File: src/rtl/edge_binarizer.sv
// Binarizes the Sobel edge-magnitude stream and tracks raster position and per-frame edge count.
// Define EDGE_BINARIZER_ADAPTIVE_EN to derive the threshold from the previous frame's mean.
module edge_binarizer #(
  parameter int unsigned PIXEL_WIDTH    = 8,
  parameter int unsigned IMAGE_WIDTH    = 8,
  parameter int unsigned IMAGE_HEIGHT   = 8,
  parameter int unsigned INIT_THRESHOLD = 64
) (
  input  logic                                           clk,
  input  logic                                           rst,
  input  logic [PIXEL_WIDTH-1:0]                         edge_in,
  input  logic                                           valid_in,
  input  logic [PIXEL_WIDTH-1:0]                         thresh_static,
  input  logic [PIXEL_WIDTH-1:0]                         thresh_offset,
  input  logic                                           frame_restart,
  output logic [PIXEL_WIDTH-1:0]                         bin_out,
  output logic                                           valid_out,
  output logic [$clog2(IMAGE_WIDTH)-1:0]                 x_out,
  output logic [$clog2(IMAGE_HEIGHT)-1:0]                y_out,
  output logic                                           frame_done,
  output logic [$clog2(IMAGE_WIDTH*IMAGE_HEIGHT):0]      edge_count,
  output logic [PIXEL_WIDTH-1:0]                         threshold_out
);

  localparam int unsigned XW   = $clog2(IMAGE_WIDTH);
  localparam int unsigned YW   = $clog2(IMAGE_HEIGHT);
  localparam int unsigned NLOG = $clog2(IMAGE_WIDTH * IMAGE_HEIGHT);
  localparam int unsigned CW   = NLOG + 1;

  if ((IMAGE_WIDTH < 2) || ((IMAGE_WIDTH & (IMAGE_WIDTH - 1)) != 0)) begin : g_bad_width
    $error("IMAGE_WIDTH must be a power of two >= 2");
  end
  if ((IMAGE_HEIGHT < 2) || ((IMAGE_HEIGHT & (IMAGE_HEIGHT - 1)) != 0)) begin : g_bad_height
    $error("IMAGE_HEIGHT must be a power of two >= 2");
  end

  logic [XW-1:0]          x_q, x_d, x_out_q, x_out_d;
  logic [YW-1:0]          y_q, y_d, y_out_q, y_out_d;
  logic [CW-1:0]          run_count_q, run_count_d, edge_count_q, edge_count_d;
  logic [PIXEL_WIDTH-1:0] bin_q, bin_d;
  logic                   valid_q, valid_d, frame_done_q, frame_done_d;
  logic [PIXEL_WIDTH-1:0] thr;
  logic                   is_edge, last_pixel;

  assign is_edge    = (edge_in >= thr);
  assign last_pixel = (x_q == XW'(IMAGE_WIDTH - 1)) && (y_q == YW'(IMAGE_HEIGHT - 1));

  always_comb begin
    x_d          = x_q;
    y_d          = y_q;
    run_count_d  = run_count_q;
    edge_count_d = edge_count_q;
    bin_d        = bin_q;
    x_out_d      = x_out_q;
    y_out_d      = y_out_q;
    valid_d      = 1'b0;
    frame_done_d = 1'b0;
    if (frame_restart) begin
      // A pixel coinciding with restart is dropped, not counted.
      x_d         = '0;
      y_d         = '0;
      run_count_d = '0;
    end else if (valid_in) begin
      x_d = x_q + XW'(1);
      if (x_q == XW'(IMAGE_WIDTH - 1)) begin
        y_d = y_q + YW'(1);
      end
      bin_d        = is_edge ? '1 : '0;
      x_out_d      = x_q;
      y_out_d      = y_q;
      valid_d      = 1'b1;
      frame_done_d = last_pixel;
      if (last_pixel) begin
        edge_count_d = run_count_q + CW'(is_edge);
        run_count_d  = '0;
      end else begin
        run_count_d = run_count_q + CW'(is_edge);
      end
    end
  end

  always_ff @(posedge clk or posedge rst) begin
    if (rst) begin
      x_q          <= '0;
      y_q          <= '0;
      run_count_q  <= '0;
      edge_count_q <= '0;
      bin_q        <= '0;
      x_out_q      <= '0;
      y_out_q      <= '0;
      valid_q      <= 1'b0;
      frame_done_q <= 1'b0;
    end else begin
      x_q          <= x_d;
      y_q          <= y_d;
      run_count_q  <= run_count_d;
      edge_count_q <= edge_count_d;
      bin_q        <= bin_d;
      x_out_q      <= x_out_d;
      y_out_q      <= y_out_d;
      valid_q      <= valid_d;
      frame_done_q <= frame_done_d;
    end
  end

`ifdef EDGE_BINARIZER_ADAPTIVE_EN
  localparam int unsigned SW = PIXEL_WIDTH + NLOG;

  logic [SW-1:0]          run_sum_q, run_sum_d, sum_all;
  logic [PIXEL_WIDTH-1:0] thr_q, thr_d, mean;
  logic [PIXEL_WIDTH:0]   thr_sum;
  logic                   unused_static;

  assign unused_static = ^thresh_static;
  assign thr           = thr_q;
  assign sum_all       = run_sum_q + SW'(edge_in);
  assign mean          = sum_all[SW-1:NLOG];
  assign thr_sum       = {1'b0, mean} + {1'b0, thresh_offset};

  always_comb begin
    run_sum_d = run_sum_q;
    thr_d     = thr_q;
    if (frame_restart) begin
      run_sum_d = '0;
    end else if (valid_in) begin
      if (last_pixel) begin
        run_sum_d = '0;
        thr_d     = thr_sum[PIXEL_WIDTH] ? '1 : thr_sum[PIXEL_WIDTH-1:0];
      end else begin
        run_sum_d = sum_all;
      end
    end
  end

  always_ff @(posedge clk or posedge rst) begin
    if (rst) begin
      run_sum_q <= '0;
      thr_q     <= PIXEL_WIDTH'(INIT_THRESHOLD);
    end else begin
      run_sum_q <= run_sum_d;
      thr_q     <= thr_d;
    end
  end
`else
  logic unused_offset;

  assign unused_offset = ^thresh_offset;
  assign thr           = thresh_static;
`endif

  assign bin_out       = bin_q;
  assign valid_out     = valid_q;
  assign x_out         = x_out_q;
  assign y_out         = y_out_q;
  assign frame_done    = frame_done_q;
  assign edge_count    = edge_count_q;
  assign threshold_out = thr;

endmodule

File: config.mk
export PLATFORM = sky130hd
export DESIGN_NAME = edge_binarizer
export DESIGN_NICKNAME = d
export VERILOG_FILES = /design/src/rtl/edge_binarizer.sv
export SDC_FILE = /design/constraint.sdc
export NUM_CORES = 1
export LEC_CHECK = 0
export CAP_MARGIN = 15
export CORE_ASPECT_RATIO = 0.6
export CORE_MARGIN = 5
export CORE_UTILIZATION = 40
export CTS_BUF_LIST = sky130_fd_sc_hd__clkbuf_16
export DETAILED_ROUTE_END_ITERATION = 6
export PLACE_DENSITY = 0.8
export SLEW_MARGIN = 30
export SYNTH_ARGS = -nofsm -noshare
export SYNTH_HDL_FRONTEND = slang
export SYNTH_SLANG_ARGS = --single-unit
File: constraint.sdc
create_clock -name clk -period 1.44 [get_ports clk]
set_input_delay 0.144 -clock clk [delete_from_list [all_inputs] [get_ports clk]]
set_output_delay 0.144 -clock clk [all_outputs]
set_load 0.05 [all_outputs]
==> metrics, run 1 <==
sequential-to-total area share from yosys stat=44.27%; pwr/cell area=928.2 nW/µm²; fin cells=264; CTS root buffer=clkbuf_16; Setup crit end kind=flop; worst setup path startpoint=thresh_static[1]; total track usage=15.99%; Wirelength per Cell=15.36 µm; Place WS=-1.325 ns; Max stage delay on crit path=0.25 ns; final core occ=70.61%; Top delay family on crit path=compound AO/OA/AOI/OAI gates; # port buffers=50; drt drc=0; Final TNS setup=-4.731 ns; initial antenna violation count=0; Fmax=511.2 MHz; Detail Placement HPWL=3063 µm; fin crit period=1.956 ns; Critical-path top delay cell=o211a_1; largest net degree at the start of global routing=30; first-pass GRT wire length=6768 µm; Crit path arrival time=2.12 ns; CTS tree=built; failing checks=negative setup slack; Slew Viols, Final=0; Mapped Cells=148; hold_ws=0.2401 ns; Clock Path Buffers=2; Initial Utilization=40.66%; IO Count=59; Num CTS Buffers=5; clock-pin slew on the worst setup and hold paths=0.05 ns; post-place instance area=2452 µm²; hold buffers post-CTS=0; setup slack, reg-to-reg=-0.02 ns; crit path launch type=input pin; Buffers & Inverters on Critical Path=2; Synth warnings=0; final wirelength=4056 µm; die height=59.59 µm; final setup violation count=14; vias=1246; leakage=1.353 nW; chip width=92.64 µm; RSZ-0062 raised after global routing=yes; synthesized area=1639 µm²; ANT nets after route=0; Syn Nets=190; Peak VDD IR=0.0003908 V; status=finished with violations; Worst Hold Class=input pin to async pin; share of post-route cells with drive strength above 1=58.88%; cell area after layout=2846 µm²; endpoints failing hold=0; Seq cells post-synth=29; worst-path fanout max=2; clock sinks=29; worst r2r src=y_q[1]; kind of critical path=input pin to flop; vias in the first global route=1441; core area=4031 µm²; clock skew=0.005449 ns; most common cell after layout, fill and taps aside=buf_4; First-pass DRT Iterations=4; antenna cell count=0; number of distinct library cells after synthesis=33; placed cells=254; most frequent cells in the layout=buf_4, dfrtp_1, buf_12; CP Cell Sequence=buf_12 > inv_12 > ha_4 > nor2b_4 > o211a_1 > o311ai_4 > nand3_2 > ha_4 > ha_4 > and3_4 > nand3_4 > xor2_4 > o21ai_2; Worst path most repeated cell=ha_4; total congestion overflow=0; fin crit share=135.8%; Worst Max-Slew Pin Slew=0.3773 ns; max-cap violations=0; worst skew pair latency=0.27 ns; Max transition margin=74.85%; nets@finish=255; Syn Area/Cell=11.07 µm²; Syn-to-layout area delta=73.66%; fin worst setup slack=-0.5162 ns; Site Rows=18; Worst EP required=1.60 ns; GPL Wtd Cong=0.7361; vias per inst=4.720; Overall Power=2.642 mW; die area=5520 µm²; H-Tree Level Count=2; 1st-iter DRT viols=18
-- sequential cells by signal, summed over array words and instances, names as in the netlist --
name	cells
edge_count	7
run_count_q	7
x_out	3
x_q	3
y_out	3
y_q	3
bin_out	1
frame_done	1
valid_out	1
-- kinds of logic after synthesis --
| family | count (synthesis) | share of synthesized area (%) |
|---|---|---|
| muxes | 11 | 7.786 |
| xor gates and xnor gates | 7 | 3.741 |
| buffers and inverters | 30 | 11.98 |
| and+or+nand+nor | 36 | 11.60 |
| AOI/OAI and AO/OA | 21 | 9.924 |
| adders and majority gates | 14 | 10.69 |
| DFF | 29 | 44.28 |
-- layout make-up --
| type | instances | area [µm²] |
|---|---|---|
| Inverter | 11 | 53.80 |
| Clock inverter | 3 | 12.51 |
| Timing Repair Buffer | 77 | 857.1 |
| Clock buffer | 5 | 125.1 |
| Multi-Input combinational cell | 89 | 1010 |
| Fill cell | 276 | 1185 |
| Tap cell | 50 | 62.56 |
| Sequential cell | 29 | 725.7 |
-- worst paths after layout --
path | end | cells after the start
max in group asynchronous | run_count_q[5] | 3
setup reg to reg | run_count_q[2] | 6
min in group clk | edge_count[2] | 2
hold / removal | edge_count[6] | 3
setup / recovery | edge_count[6] | 13
hold reg to reg | edge_count[2] | 2
-- report_power, final --
part,switching [mW],internal (mW),total (mW)
clock,0.336,0.622,0.957
sequential,0.0198,0.842,0.861
combinational,0.426,0.397,0.823
total,0.782,1.86,2.64
-- cell usage after synthesis --
master	instances	area [µm²]
nand3_4	1	17.52
o21ai_1	1	5.000
inv_1	11	41.29
nand2_4	1	11.26
o21ai_2	4	35.03
mux2i_1	3	30.03
nand3_1	6	30.03
a22o_1	2	17.52
ha_1	14	175.2
a21o_1	1	7.510
a21oi_1	4	20.02
xnor2_1	3	26.28
dfrtp_1	29	725.7
mux2_2	6	67.56
o21ai_0	3	15.01
o31ai_2	1	12.51
buf_8	1	15.01
o311ai_2	1	16.27
nor2b_1	2	12.51
and3_1	3	18.77
buf_6	2	22.52
and2_2	1	7.510
nand2_1	15	56.30
a31o_2	1	8.760
nor2b_4	1	13.76
xor2_1	4	35.03
a41oi_1	1	8.760
mux2_4	2	30.03
a31oi_1	1	6.260
clkbuf_2	1	5.000
buf_4	15	112.6
o211a_1	1	10.01
nor2_1	6	22.52
-- worst register-to-register path, stage by stage, from the launching register on --
cell,delay (ns)
dfrtp_1,0.37
ha_1,0.18
ha_2,0.21
nand2_1,0.10
and2_2,0.24
a21oi_1,0.15
mux2i_1,0.08
-- metal layers --
layer / vias up / wire [µm] / track usage [%]
li1: 616 / - / -
met1: 596 / 1724 / 18.91
met2: 32 / 2051 / 28.76
met3: 2 / 258 / 5.203
met4: 0 / 22 / 3.758
met5: - / 0 / 0
-- what timing repair did --
item / 4_1_cts / 5_1_grt
pin swaps: 17 / 14
setup buffers: 4 / 0
gates resized for setup: 47 / 32
endpoints found under the setup margin: 15 / 17
Power figures use the tool's default switching activity.
==> inputs of run 2 (changes only) <==
- CORE_UTILIZATION: 40 -> 48
- PLACE_DENSITY: 0.8 -> 0.89
- clock period: 1.44 -> 2.35 ns (I/O delays scaled with it)
==> run 2 against run 1 <==
Effect of this change: the run now ends clean; sequential share of layout area rose by 4.6 points; worst setup slack better by 0.55 ns; non-clock buffer count fell by 14; register-to-register slack gained 0.71 ns; critical path type unchanged; critical endpoint is now run_count_q[6]; largest cell class unchanged.
==> metrics, run 2 (synthesized netlist as in run 1, its figures left out) <==
first-pass GRT wire length=6768 µm; Psw=461.3 µW; final wirelength=4521 µm; Worst Max-Slew Pin Slew=0.5449 ns; Clock Path Buffers=2; total congestion overflow=0; CTS tree=built; max-cap violations=0; Fmax=431.1 MHz; Worst Hold Class=input pin to async pin; Wirelength per Cell=18.45 µm; worst r2r src=x_q[0]; drt drc=0; hold_ws=0.3367 ns; most frequent cells in the layout=clkdlybuf4s50_1, dfrtp_1, nand2_1; Peak VDD IR=0.0004684 V; die area=4722 µm²; Max transition margin=63.56%; most common cell after layout, fill and taps aside=clkdlybuf4s50_1; Flop pwr share=35.5%; clock power share=39.6%; fin crit share=98.71%; status=complete, no violations; clock sinks=29; Site Rows=16; share of post-route cells with drive strength above 1=28.50%; final setup violation count=0; switching share of power=30.67%; ANT nets after route=0; worst-path fanout max=3; # port buffers=50; First-pass DRT Iterations=4; CTS root buffer=clkbuf_16; fin crit period=2.320 ns; Internal=1.043 mW; endpoints failing hold=0; Num CTS Buffers=5; initial antenna violation count=0; IO Count=59; Overall Power=1.504 mW; pwr/cell area=624.2 nW/µm²; worst skew pair latency=0.28 ns; Setup crit end kind=flop; largest net degree at the start of global routing=30; clock skew=0.008048 ns; kind of critical path=input pin to flop; core area=3263 µm²; Detail Placement HPWL=2907 µm; Slew Viols, Final=0; vias=1285; chip width=85.44 µm; 1st-iter DRT viols=49; combinational share of power=24.9%; Worst EP required=2.51 ns; clock-pin slew on the worst setup and hold paths=0.05 ns; vias per inst=5.245; H-Tree Level Count=2; crit path launch type=input pin; total track usage=18.91%; nets@finish=241; setup slack, reg-to-reg=0.69 ns; Syn-to-layout area delta=47.02%; Crit path arrival time=2.48 ns; reg2reg path depth=6; Crit Reg-Reg Endpoint=run_count_q[2]; Initial Utilization=50.23%; die height=55.27 µm; antenna cell count=0; leakage=1.117 nW; hold buffers post-CTS=0; GPL Wtd Cong=0.7393; vias in the first global route=1304
run 2: cell types whose count changed in the layout (fill, tap and decap cells not counted), moves of 3 or more:
cell,delta
ha_4,-3
buf_6,-3
ha_1,+4
clkdlybuf4s50_1,+39
buf_4,-25
buf_12,-20
inv_1,+4
inv_2,-3
run 2: area by class of cell:
| cell class | instances | area, µm² |
|---|---|---|
| tap | 45 | 56.30 |
| sequential | 29 | 725.7 |
| inverter | 11 | 41.29 |
| multi-input combinational | 89 | 863.3 |
| clock inverter | 3 | 12.51 |
| clock buffer | 5 | 125.1 |
| timing repair buffer | 63 | 585.6 |
| fill | 225 | 853.3 |
run 2: what timing repair did:
| item | in CTS | in global routing |
|---|---|---|
| setup buffers | 7 | 1 |
| pin swaps | 7 | 6 |
| setup endpoints to repair | 12 | 10 |
| resized for setup | 16 | 16 |
run 2: per-layer routing:
| layer | track usage, % | routed length (µm) | up-vias |
|---|---|---|---|
| met4 | 5.192 | 61 | 0 |
| met3 | 5.795 | 211 | 6 |
| met2 | 33.30 | 2424 | 39 |
| met5 | 0 | 0 | - |
| met1 | 22.25 | 1823 | 649 |
| li1 | - | - | 591 |
run 2: metrics by stage:
step	utilization, %	cell area, µm²	setup TNS, ns	cells	setup slack (ns)
floorplan	-	1642	0	148	0.02745
global placement	63.77	2081	-3.897	229	-0.5103
detailed placement	63.77	2081	-5.690	229	-0.6747
CTS	71.32	2327	0	244	0.009070
global route	73.85	2410	-0.06109	245	-0.02483
finish	73.85	2410	0	245	0.03024
run 2: power by group through the flow:
| stage | Combinational [mW] | Clock (mW) | Sequential, mW |
|---|---|---|---|
| 6_report | 0.375 | 0.595 | 0.534 |
| 2_1_floorplan | 0.216 | 0 | 0.568 |
| 3_5_place_dp | 0.337 | 0 | 0.539 |
| 5_1_grt | 0.390 | 0.634 | 0.536 |
| 3_3_place_gp | 0.327 | 0 | 0.538 |
| 4_1_cts | 0.351 | 0.592 | 0.532 |
run 2: worst max path at each step:
stage,start,to,depth (start not counted)
after floorplan,thresh_static[1],run_count_q[6],12
after global placement,thresh_static[1],run_count_q[6],13
after detailed placement,thresh_static[1],run_count_q[6],13
after CTS,edge_in[0],edge_count[6],13
after global routing,thresh_static[6],bin_out[6],13
final,thresh_static[6],run_count_q[6],12
run 2: worst max-delay path, stage by stage:
cell and delay [ns]:
clkdlybuf4s50_1 0.49, inv_1 0.05, ha_1 0.29, and3_4 0.18, a21oi_4 0.16, nand3_2 0.13
ha_4 0.19, ha_2 0.17, and3_4 0.20, nand3_4 0.10, xor2_4 0.17, o21ai_1 0.10
